==> config.mk <==
export PLATFORM = sky130hd
export DESIGN_NAME = neuron_mac_sequencer_flat
export DESIGN_NICKNAME = d
export VERILOG_FILES = /design/src/rtl/nn_mac_pkg.sv /design/src/rtl/neuron_mac_sequencer_if.sv /design/src/rtl/neuron_mac_sequencer.sv /design/src/flat_wrapper.sv
export SDC_FILE = /design/constraint.sdc
export NUM_CORES = 1
export LEC_CHECK = 0
export CAP_MARGIN = 20
export CORE_ASPECT_RATIO = 0.9
export CORE_UTILIZATION = 48
export DETAILED_ROUTE_END_ITERATION = 8
export MAX_ROUTING_LAYER = met4
export PLACE_DENSITY = 0.95
export SYNTH_ARGS = -nofsm -noshare
export SYNTH_HDL_FRONTEND = slang
export SYNTH_SLANG_ARGS = --single-unit
==> constraint.sdc <==
create_clock -name clock -period 3.1 [get_ports clock]
set_input_delay 0.465 -clock clock [delete_from_list [all_inputs] [get_ports clock]]
set_output_delay 0.465 -clock clock [all_outputs]
set_load 0.02 [all_outputs]
==> src/rtl/nn_mac_pkg.sv <==
`default_nettype none
// ============================================================================
//  Module   : nn_mac_pkg
//  Brief    : Shared widths, FSM state encoding and sizing helper for the
//             neuron MAC sequencer.
//  Revision : 1.0 - initial release
// ============================================================================
package nn_mac_pkg;

    localparam int DATA_W = 18;
    localparam int ACC_W  = 48;

    typedef enum logic [2:0] {
        IDLE  = 3'd0,
        FETCH = 3'd1,
        LOAD  = 3'd2,
        WAIT  = 3'd3,
        DONE  = 3'd4
    } state_t;

    // Number of bits needed to count 0..value-1 (0 for value<=1).
    function automatic int clog2(input int value);
        int r;
        r = 0;
        for (int i = 0; i < 31; i++) begin
            if ((1 << i) < value) begin
                r = i + 1;
            end
        end
        return r;
    endfunction

endpackage
`default_nettype wire

==> src/rtl/neuron_mac_sequencer_if.sv <==
`default_nettype none
// ============================================================================
//  Module   : neuron_mac_sequencer_if
//  Brief    : Control, memory-read and DSP-operand signals of the sequencer.
//  Revision : 1.0 - initial release
// ============================================================================
interface neuron_mac_sequencer_if
    import nn_mac_pkg::*;
#(
    parameter int ADDR_W = 6
);

    logic                start;
    logic [ACC_W-1:0]    bias;
    logic [ADDR_W-1:0]   idx_addr;
    logic [DATA_W-1:0]   x_rdata;
    logic [DATA_W-1:0]   w_rdata;
    logic [DATA_W-1:0]   mac_a;
    logic [DATA_W-1:0]   mac_b;
    logic [ACC_W-1:0]    mac_c;
    logic [ACC_W-1:0]    mac_p;
    logic                busy;
    logic                out_valid;
    logic [ACC_W-1:0]    sum;

    // Sequencer side
    modport master (
        input  start, bias, x_rdata, w_rdata, mac_p,
        output idx_addr, mac_a, mac_b, mac_c, busy, out_valid, sum
    );

    // Environment side: control, memories, DSP slice and activation stage
    modport slave (
        output start, bias, x_rdata, w_rdata, mac_p,
        input  idx_addr, mac_a, mac_b, mac_c, busy, out_valid, sum
    );

endinterface
`default_nettype wire

==> src/rtl/neuron_mac_sequencer.sv <==
`default_nettype none
// ============================================================================
//  Module   : neuron_mac_sequencer
//  Brief    : Walks N_INPUTS x/w pairs through an external DSP48 MAC slice and
//             strobes out the 48-bit pre-activation sum.
//  Revision : 1.0 - initial release
// ============================================================================
module neuron_mac_sequencer
    import nn_mac_pkg::*;
#(
    parameter int N_INPUTS    = 64,
    parameter int MAC_LATENCY = 3,
    parameter int ADDR_W      = 6
) (
    input  logic                   clock,
    input  logic                   reset,
    neuron_mac_sequencer_if.master bus
);

    localparam int WCNT_W = (clog2(MAC_LATENCY) > 0) ? clog2(MAC_LATENCY) : 1;
    localparam logic [ADDR_W-1:0] c_IDX_LAST  = ADDR_W'(N_INPUTS - 1);
    localparam logic [WCNT_W-1:0] c_WCNT_LAST = WCNT_W'(MAC_LATENCY - 1);

    state_t             r_state;
    state_t             w_state_nxt;
    logic [ADDR_W-1:0]  r_idx;
    logic [WCNT_W-1:0]  r_wcnt;
    logic [ACC_W-1:0]   r_acc;
    logic [DATA_W-1:0]  r_mac_a;
    logic [DATA_W-1:0]  r_mac_b;
    logic [ACC_W-1:0]   r_mac_c;
    logic [ACC_W-1:0]   r_sum;
    logic               w_wait_last;
    logic               w_idx_last;

    assign w_wait_last = (r_state == WAIT) && (r_wcnt == c_WCNT_LAST);
    assign w_idx_last  = (r_idx == c_IDX_LAST);

    always_ff @(posedge clock) begin
        if (reset) begin
            r_state <= IDLE;
        end else begin
            r_state <= w_state_nxt;
        end
    end

    always_comb begin
        w_state_nxt = r_state;
        case (r_state)
            IDLE:    if (bus.start) w_state_nxt = FETCH;
            FETCH:   w_state_nxt = LOAD;
            LOAD:    w_state_nxt = WAIT;
            WAIT:    if (w_wait_last) w_state_nxt = w_idx_last ? DONE : FETCH;
            DONE:    w_state_nxt = IDLE;
            default: w_state_nxt = IDLE;
        endcase
    end

    // Operands only move in LOAD, so the product in flight always sees a
    // stable a/b/c and the accumulator feedback through c stays exact.
    always_ff @(posedge clock) begin
        if (reset) begin
            r_idx   <= '0;
            r_wcnt  <= '0;
            r_acc   <= '0;
            r_mac_a <= '0;
            r_mac_b <= '0;
            r_mac_c <= '0;
            r_sum   <= '0;
        end else begin
            case (r_state)
                IDLE: begin
                    if (bus.start) begin
                        r_acc <= bus.bias;
                        r_idx <= '0;
                    end
                end
                LOAD: begin
                    r_mac_a <= bus.x_rdata;
                    r_mac_b <= bus.w_rdata;
                    r_mac_c <= r_acc;
                    r_wcnt  <= '0;
                end
                WAIT: begin
                    r_wcnt <= r_wcnt + 1'b1;
                    if (w_wait_last) begin
                        r_acc <= bus.mac_p;
                        // The sum register is loaded on the edge entering DONE.
                        if (w_idx_last) begin
                            r_sum <= bus.mac_p;
                        end else begin
                            r_idx <= r_idx + 1'b1;
                        end
                    end
                end
                default: begin
                end
            endcase
        end
    end

    assign bus.idx_addr  = r_idx;
    assign bus.mac_a     = r_mac_a;
    assign bus.mac_b     = r_mac_b;
    assign bus.mac_c     = r_mac_c;
    assign bus.sum       = r_sum;
    assign bus.busy      = (r_state != IDLE);
    assign bus.out_valid = (r_state == DONE);

endmodule
`default_nettype wire

==> src/flat_wrapper.sv <==
// flat-port wrapper written by rule: the top's interface ports become plain ports
module neuron_mac_sequencer_flat import nn_mac_pkg::*;
#(
    parameter int N_INPUTS    = 64,
    parameter int MAC_LATENCY = 3,
    parameter int ADDR_W      = 6
)
  (clock, reset, bus_start, bus_bias, bus_x_rdata, bus_w_rdata, bus_mac_p, bus_idx_addr, bus_mac_a, bus_mac_b, bus_mac_c, bus_busy, bus_out_valid, bus_sum);
  neuron_mac_sequencer_if #(.ADDR_W(ADDR_W)) bus_i ();
  input  logic clock;
  input  logic reset;
  input wire logic [$bits(bus_i.start)-1:0] bus_start;
  input wire logic [$bits(bus_i.bias)-1:0] bus_bias;
  input wire logic [$bits(bus_i.x_rdata)-1:0] bus_x_rdata;
  input wire logic [$bits(bus_i.w_rdata)-1:0] bus_w_rdata;
  input wire logic [$bits(bus_i.mac_p)-1:0] bus_mac_p;
  output wire logic [$bits(bus_i.idx_addr)-1:0] bus_idx_addr;
  output wire logic [$bits(bus_i.mac_a)-1:0] bus_mac_a;
  output wire logic [$bits(bus_i.mac_b)-1:0] bus_mac_b;
  output wire logic [$bits(bus_i.mac_c)-1:0] bus_mac_c;
  output wire logic [$bits(bus_i.busy)-1:0] bus_busy;
  output wire logic [$bits(bus_i.out_valid)-1:0] bus_out_valid;
  output wire logic [$bits(bus_i.sum)-1:0] bus_sum;
  assign bus_i.start = bus_start;
  assign bus_i.bias = bus_bias;
  assign bus_i.x_rdata = bus_x_rdata;
  assign bus_i.w_rdata = bus_w_rdata;
  assign bus_i.mac_p = bus_mac_p;
  assign bus_idx_addr = bus_i.idx_addr;
  assign bus_mac_a = bus_i.mac_a;
  assign bus_mac_b = bus_i.mac_b;
  assign bus_mac_c = bus_i.mac_c;
  assign bus_busy = bus_i.busy;
  assign bus_out_valid = bus_i.out_valid;
  assign bus_sum = bus_i.sum;
  neuron_mac_sequencer #(.N_INPUTS(N_INPUTS), .MAC_LATENCY(MAC_LATENCY), .ADDR_W(ADDR_W)) u_core (.clock(clock), .reset(reset), .bus(bus_i));
endmodule
* Yosys cells after proc, flatten, opt, wreduce, memory -nomap -nowiden
Cells that the tools add are included.
** Operators by class
- $add $sub $neg :: 2
- Reduce and logical (&&, ||, !) cells :: 9
- Mux-type cells :: 12
- Eq/ne operators :: 9
** Operators by type and width (count)
- 48-bit two-way mux :: 2
- 48-bit case mux with 2 select lines :: 1
- 6-bit two-way mux :: 3
- 3-bit case mux with 4 select lines :: 1
- 6-bit case mux with 2 select lines :: 1
- 3-bit two-way mux :: 3
- 6-bit by 1-bit adder with 6-bit output, second input constant :: 1
- 3-bit by 2-bit equality test with 1-bit output, second input constant :: 2
- 6-bit equality test, second input constant :: 1
- 3-bit AND reduction :: 2
- 2-bit != test, second input constant :: 2
- 2-bit case mux with 2 select lines :: 1
- 4-bit AND reduction :: 1
- 2-bit nonzero test :: 2
- 3-bit by 1-bit equality test with 1-bit output, second input constant :: 1
- 3-bit equality test, second input constant :: 1
- 3-bit logical NOT :: 1
- 3-bit nonzero test :: 1
- 2-bit by 1-bit adder with 2-bit output, second input constant :: 1
- 2-bit equality test, second input constant :: 1
- 2-bit by 1-bit != test with 1-bit output, second input constant :: 1
- 2-bit AND reduction :: 1
- 1-bit logical AND :: 1
** Storage, ports and cells
- Output and inout bits :: 140
- Word-level logic and storage cells :: 40
- Register bits :: 191

* Longest topological paths before layout
- Depth in word-level cells :: 4
- Mapped depth :: 9

* Worst setup path before layout
Ideal clock, no wire load.
- Path kind :: register -> register
- Start :: reg u_core.r_idx[0] (netlist: u_core.bus.idx_addr[0])
- End :: reg u_core.r_sum[32] (netlist: u_core.bus.sum[32])
- Clock period less this slack :: 1.892 ns
- Cell stages (with the launch flop) :: 9
- Data required time :: 2.968 ns
- Data arrival time :: 1.759 ns
- Library setup time :: 0.132 ns
- Slack :: 1.208 ns
- Cell sequence :: dfxtp_1 > ha_1 > nand3_1 > or3_1 > clkbuf_1 > buf_6 > buf_6 > nand2_1 > a21oi_1
** Between the ends
- Cells in the longest elaborated chain, start to end :: 2
** RTL lines
- start, declared :: RTL line neuron_mac_sequencer.sv:26 : logic [ADDR_W-1:0] r_idx;
- start signal, assigned :: RTL line neuron_mac_sequencer.sv:92 : r_idx <= r_idx + 1'b1;
- 6-bit equality test :: RTL line neuron_mac_sequencer.sv:37 : assign w_idx_last = (r_idx == c_IDX_LAST);
- 3-bit AND reduction (no source line)
- end signal, assigned :: RTL line neuron_mac_sequencer.sv:90 : r_sum <= bus.mac_p;
- end, declared :: RTL line neuron_mac_sequencer.sv:32 : logic [ACC_W-1:0] r_sum;
No other way between the ends.
A chain may end at the register's enable or synchronous reset.

* Worst setup path after layout
- Start :: reg u_core.r_state[2]
- End :: out bus_out_valid
** Between the ends
- Cells in the longest elaborated chain, start to end :: 1
** RTL lines
- start, declared :: RTL line neuron_mac_sequencer.sv:24 : state_t r_state;
- start signal, assigned :: RTL line neuron_mac_sequencer.sv:43 : r_state <= w_state_nxt;
- 3-bit equality test :: RTL line neuron_mac_sequencer.sv:108 : assign bus.out_valid = (r_state == DONE);
- end, declared :: RTL line flat_wrapper.sv:22 : output wire logic [$bits(bus_i.out_valid)-1:0] bus_out_valid;
No other way between the ends.

==> metrics.yaml <==
status: "complete, no violations"
worstPathArrival_ns: 1.99
hold_start: "u_core.r_acc[15]$_SDFFE_PP0P_"
avgSynthCellArea_um2: 8.00
grt_max_degree: 110
setup_viol: 0
yosysMostFrequentCell: "nand2_1"
vias: 7370
timing.rr.start: "u_core.bus.idx_addr[1]$_SDFFE_PP0P_"
synthArstFlopShare_pct: 0
p_int_w: 0.00419
antenna_left: 0
cts_resized: 0
vdd_drop_max_v: 0.000376
synthToLayoutAreaGrowth_pct: 45.2
fin_skew_ns: 0.0107
clockRootBuffer: "clkbuf_16"
maxSlewViolCount: 0
coreArea_mm2: 0.0148
power_switching_w: 0.00141
grt_pass1_wl_um: 35000
drive_gt1_share_pct: 5.85
first_pass_iters: 5
post-route-min-period_ns: 2.45
ys_ff_latch: 191
seq_area_frac_synth_pct: 52.2
grt.total_usage_pct: 28.7
post-route-drc-count: 0
yosys.area.top_type_share_pct: 52.2
critPathRequiredTime_ns: 2.63
tightestPinTransition_ns: 1.02
portBuffers: 274
n_antenna_cell: 0
critPathKind: "reg2out"
hold_path_class: "reg2reg"
powerDensity_mw_per_mm2: 526
ys.flop_type: "dfxtp_1"
dpl.hpwl_um: 14500
crit_path_end_kind: "primary output"
grt-ovfl-total: 0
syn_inst: 916
holdBufCountCts: 0
cts_setup_buffers: 0
yosysUniqueCellTypes: 36
drt-total-wl_um: 21900
vias_per_cell: 5.42
synth_area_leaders: "dfxtp_1 (52%), nand2_1 (16%), a21oi_1 (13%)"
dieArea_mm2: 0.0158
clockBufferDepth: 2
leakage_nw: 3.79
synthesis.nets: 1053
crit_fanout: 8
cts_sinks: 191
synth_top_cell_by_area: "dfxtp_1"
hold_viol_final: 0
pin_count: 275
p_clk_share_pct: 39.7
dr.first_iter.drc_count: 529
grt_setup_unrepaired: "no"
place.gp.congestion: 0.808
utilization_pct: 71.8
slew_headroom_pct: 32.1
die_h_um: 119
seqPwrFrac_pct: 47.0
start_util_pct: 49.4
cts_made_buffers: 17
fmax_ghz: 0.407
num_rows: 42
die_w_um: 132
final.period_utilization_pct: 79.2
synth.cell_area_mm2: 0.00733
slowest_delay_ns: 0.67
fin_nets: 1286
switching_share_pct: 25.1
clock_latency_ns: 0.42
crit_chain: "inv_1 -> nor3_1 -> clkdlybuf4s50_1"
first_global_vias: 7115
clkSlewWorstSetupHoldPaths_ns: 0.07
ys_top_cells_by_count: "nand2_1 (315), dfxtp_1 (191), a21oi_1 (185), nor2_1 (56), a211oi_1 (34)"
power_frac_comb_pct: 13.3
cp_slowest_cell: "clkdlybuf4s50_1"
setup.worst_path.start_class: "flop"
hold_slack_ns: 0.445
routedWlPerCell_um: 16.1
grt_antenna_before_repair: 0
cts_max_level: 4
final.setup.tns_ns: 0
cts_tree: "done"
synth-edff-count: 0
crit_start: "u_core.r_state[2]$_SDFFE_PP0P_"
maxCapViolCount: 0
synth_warnings: 0
## stage by stage
stage	setup WS, ns	instances	total power [W]	area, µm²
floorplan	1.21	916	0.00307	7330
global route	0.524	1360	0.00581	10600
global placement	0.939	1328	0.00340	10000
detailed placement	0.828	1328	0.00342	10000
CTS	0.625	1360	0.00562	10600
finish	0.645	1360	0.00559	10600
## area by class of cell
cell class	count	area, µm²
Timing Repair Buffer	288	2850
Sequential cell	191	3820
Tap cell	198	248
Multi-Input combinational cell	647	3110
Clock inverter	13	160
Inverter	4	15.0
Fill cell	1105	4180
Clock buffer	19	433
## cells by family after synthesis
| kind of cell | after synthesis | synth area share, % |
|---|---|---|
| and+or+nand+nor | 399 | 21.7 |
| AOI/OAI and AO/OA | 246 | 20.0 |
| DFF | 191 | 52.2 |
| buffers and inverters | 78 | 5.72 |
| adders and majority gates | 2 | 0.342 |
## registers in the layout, indices dropped and copies added (netlist names)
name                 count
u_core.r_acc            48
u_core.bus.idx_addr      6
u_core.r_wcnt            2
u_core.bus.mac_b        18
u_core.bus.sum          48
u_core.r_state           3
u_core.bus.mac_c        48
u_core.bus.mac_a        18
## per-layer routing
| metal | up-vias | track usage [%] | wire length (µm) |
|---|---|---|---|
| met5 | - | - | 0 |
| li1 | 3506 | - | - |
| met1 | 3440 | 33.4 | 8770 |
| met3 | 48 | 6.85 | 1750 |
| met2 | 376 | 48.0 | 10900 |
| met4 | 0 | 11.0 | 509 |
## path summary, 6_finish.rpt
path                                        to  cells after the start  slack (ns)
min          u_core.bus.mac_c[15]$_SDFFE_PP0N_                      2        0.44
min reg2reg  u_core.bus.mac_c[15]$_SDFFE_PP0N_                      2        0.44
max reg2reg    u_core.bus.sum[11]$_SDFFE_PP0P_                      5        0.78
max                              bus_out_valid                      3        0.65
## power by group through the flow
| stage | Clock, W | Combinational [W] | Sequential [W] |
|---|---|---|---|
| after floorplan | 0 | 0.000351 | 0.00272 |
| after global placement | 0 | 0.000724 | 0.00267 |
| after detailed placement | 0 | 0.000738 | 0.00268 |
| after CTS | 0.00225 | 0.000744 | 0.00263 |
| after global routing | 0.00237 | 0.000804 | 0.00264 |
| final | 0.00222 | 0.000745 | 0.00263 |
## worst max-delay path: cells and delay by family (launching register included)
kind | cells | cell delay, ns
simple gates | 1 | 0.25
flops | 1 | 0.45
buf+inv | 2 | 0.87
## placed cells by master, fill, tap and decap left out, types with 2 or more instances in the layout
| cell | n |
|---|---|
| a211oi_1 | 34 |
| bufinv_16 | 3 |
| nand2b_1 | 3 |
| ha_1 | 2 |
| clkinvlp_4 | 2 |
| buf_4 | 14 |
| clkbuf_1 | 2 |
| a211oi_2 | 13 |
| clkbuf_16 | 17 |
| clkinv_2 | 4 |
| o41ai_1 | 2 |
| nand3b_1 | 3 |
| nand4_1 | 2 |
| nand2_1 | 315 |
| dfxtp_1 | 191 |
| inv_6 | 3 |
| o21ai_0 | 5 |
| nor2_1 | 55 |
| a21oi_1 | 185 |
| nor3b_1 | 2 |
| nor3_1 | 4 |
| nand3_1 | 3 |
| inv_1 | 4 |
| clkdlybuf4s50_1 | 273 |
(Power assumes the default switching activity.)
==> variant, RTL diff (same flow settings) <==
Encoding of `state_t`: now one-hot (5 bits for 5 states).
--- a/src/rtl/nn_mac_pkg.sv
+++ b/src/rtl/nn_mac_pkg.sv
@@ -10,12 +10,12 @@
     localparam int DATA_W = 18;
     localparam int ACC_W  = 48;
 
-    typedef enum logic [2:0] {
-        IDLE  = 3'd0,
-        FETCH = 3'd1,
-        LOAD  = 3'd2,
-        WAIT  = 3'd3,
-        DONE  = 3'd4
+    typedef enum logic [4:0] {
+        IDLE  = 5'b00001,
+        FETCH = 5'b00010,
+        LOAD  = 5'b00100,
+        WAIT  = 5'b01000,
+        DONE  = 5'b10000
     } state_t;
 
     // Number of bits needed to count 0..value-1 (0 for value<=1).
Function: no difference found for any inputs over 4 cycles, from zero or initial values and one cycle with reset high; so few cycles prove little.
==> variant against the unedited design <==
Final cell count is 0.59% higher; sequential cell count is 2 higher; total power is 3.9% lower; sequential share of layout area is 0.44 points lower; via count is 0.33% higher; setup slack worse by 0.041 ns; final area is 2.3% higher; routed wire length is 3.6% higher; synthesized area is 2.3% higher; critical path type unchanged.
==> variant: results (changes against the unedited design) <==
* Outcome: complete, no violations (unchanged)
* Crit-path max FO at 7 (was 8)
* Pre-CTS setup slack at 0.7816 ns (was 0.8277 ns)
* Final WL at 22,720 um (was 21,930 um)
* First-pass GRT wire length at 35,690 um (was 34,990 um)
* WL met2 at 11,260 um (was 10,900 um)
* Pin count of the biggest net entering global routing at 125 (was 110)
* Internal power at 4.127 mW (was 4.185 mW)
* Leak at 3.690 nW (was 3.789 nW)
* Largest delay contributor family on the critical path: buffers and inverters (unchanged)
* Syn nets at 1,064 (was 1,053)
* Number of global-route vias before repair at 7,185 (was 7,115)
* HPWL after DPL at 15,280 um (was 14,530 um)
* R2R depth at 7 (was 5)
* Area contributors post-synth: dfxtp_1, nand2_1, a21oi_1 (unchanged)
* Most used DFF post-synth: dfxtp_1 (unchanged)
* CP max stage delay at 0.64 ns (was 0.67 ns)
* Worst hold margin at 0.4473 ns (was 0.4445 ns)
* Min-Delay Endpoint: u_core.bus.mac_c[16] (was u_core.bus.mac_c[15])
* Metal-1 WL at 8915 um (was 8769 um)
* FF-to-FF End: u_core.bus.sum[37] (was u_core.bus.sum[11])
* Data arrival, critical path at 2.03 ns (was 1.99 ns)
* Synth unique cells at 34 (was 36)
* Met3 WL post-DR at 1841 um (was 1750 um)
* Max_slew headroom at 27.92% (was 32.06%)
* Hold_sp: u_core.r_acc[16] (was u_core.r_acc[15])
* Final setup violation count at 0 (unchanged)
* H-tree levels at 4 (unchanged)
* Number of fill cells in the layout at 1,079 (was 1,105)
* Share of cells above drive strength 1 at 7.863% (was 5.852%)
* Worst r2r src: u_core.r_wcnt[0] (was u_core.bus.idx_addr[1])
* Register area share after synthesis at 51.55% (was 52.19%)
* Max IR drop VDD at 0.0003897 V (was 0.0003758 V)
* DR vias at 7,394 (was 7,370)
* Layout Nets at 1,294 (was 1,286)
* Clock skew at 0.01268 ns (was 0.01069 ns)
* GP Congestion at 0.8137 (was 0.8079)
* Most instantiated cells after synthesis: nand2_1, dfxtp_1, a21oi_1 (unchanged)
* Flop-to-flop setup slack at 0.75 ns (was 0.78 ns)
* Total GRT Usage at 29.14% (was 28.67%)
-- variant: logic make-up (layout without fill, tap and decap cells) --
| group | after synthesis | after routing | synth area share, % |
|---|---|---|---|
| buf+inv | 76 | 319 | 4.875 |
| xor+xnor | 1 | 1 | 0.1169 |
| compound gates | 197 | 197 | 19.18 |
| fa+ha+maj | 2 | 2 | 0.3338 |
| simple gates | 458 | 458 | 23.94 |
| flops | 193 | 193 | 51.55 |
-- variant: through the flow --
step	power (mW)	instances	instance area, um2
after floorplan	2.922	927	7495
after global placement	3.143	1336	10280
after detailed placement	3.160	1336	10280
after CTS	5.397	1368	10880
after global routing	5.559	1368	10880
final	5.375	1368	10880
-- variant: how the worst max path moves through the flow --
stage / startpoint / end / slack [ns] / cells past startpoint
after floorplan: u_core.bus.idx_addr[0] / u_core.bus.sum[34] / 1.09 / 9
after global placement: u_core.r_wcnt[0] / u_core.bus.sum[13] / 0.88 / 7
after detailed placement: u_core.r_wcnt[0] / u_core.bus.sum[22] / 0.78 / 7
after CTS: u_core.r_state[3] / bus_out_valid / 0.60 / 3
after global routing: u_core.r_wcnt[0] / u_core.bus.sum[22] / 0.53 / 7
final: u_core.r_state[3] / bus_out_valid / 0.60 / 3
-- variant: power groups by stage --
stage	combinational [mW]	sequential (mW)	clock, mW
3_5_place_dp	0.510	2.65	0
2_1_floorplan	0.279	2.64	0
4_1_cts	0.519	2.60	2.28
5_1_grt	0.561	2.60	2.39
6_report	0.520	2.60	2.26
3_3_place_gp	0.496	2.65	0
-- variant: worst min-delay path, cell delays in order, from the launching register on --
cell     delay, ns
dfxtp_1       0.31
nand2_1       0.05
a21oi_1       0.05
-- variant: cell type report --
type,count,area share (%)
timing repair buffer,286,26.38
clock inverter,11,1.402
inverter,1,0.03449
sequential,193,35.50
tap,198,2.276
clock buffer,21,4.138
multi-input combinational,658,30.27
-- variant: routing by layer --
metal,up-vias,GRT usage (%)
li1,3531,-
met1,3466,32.11
met2,340,49.35
met3,57,8.134
met4,0,12.43
met5,-,-
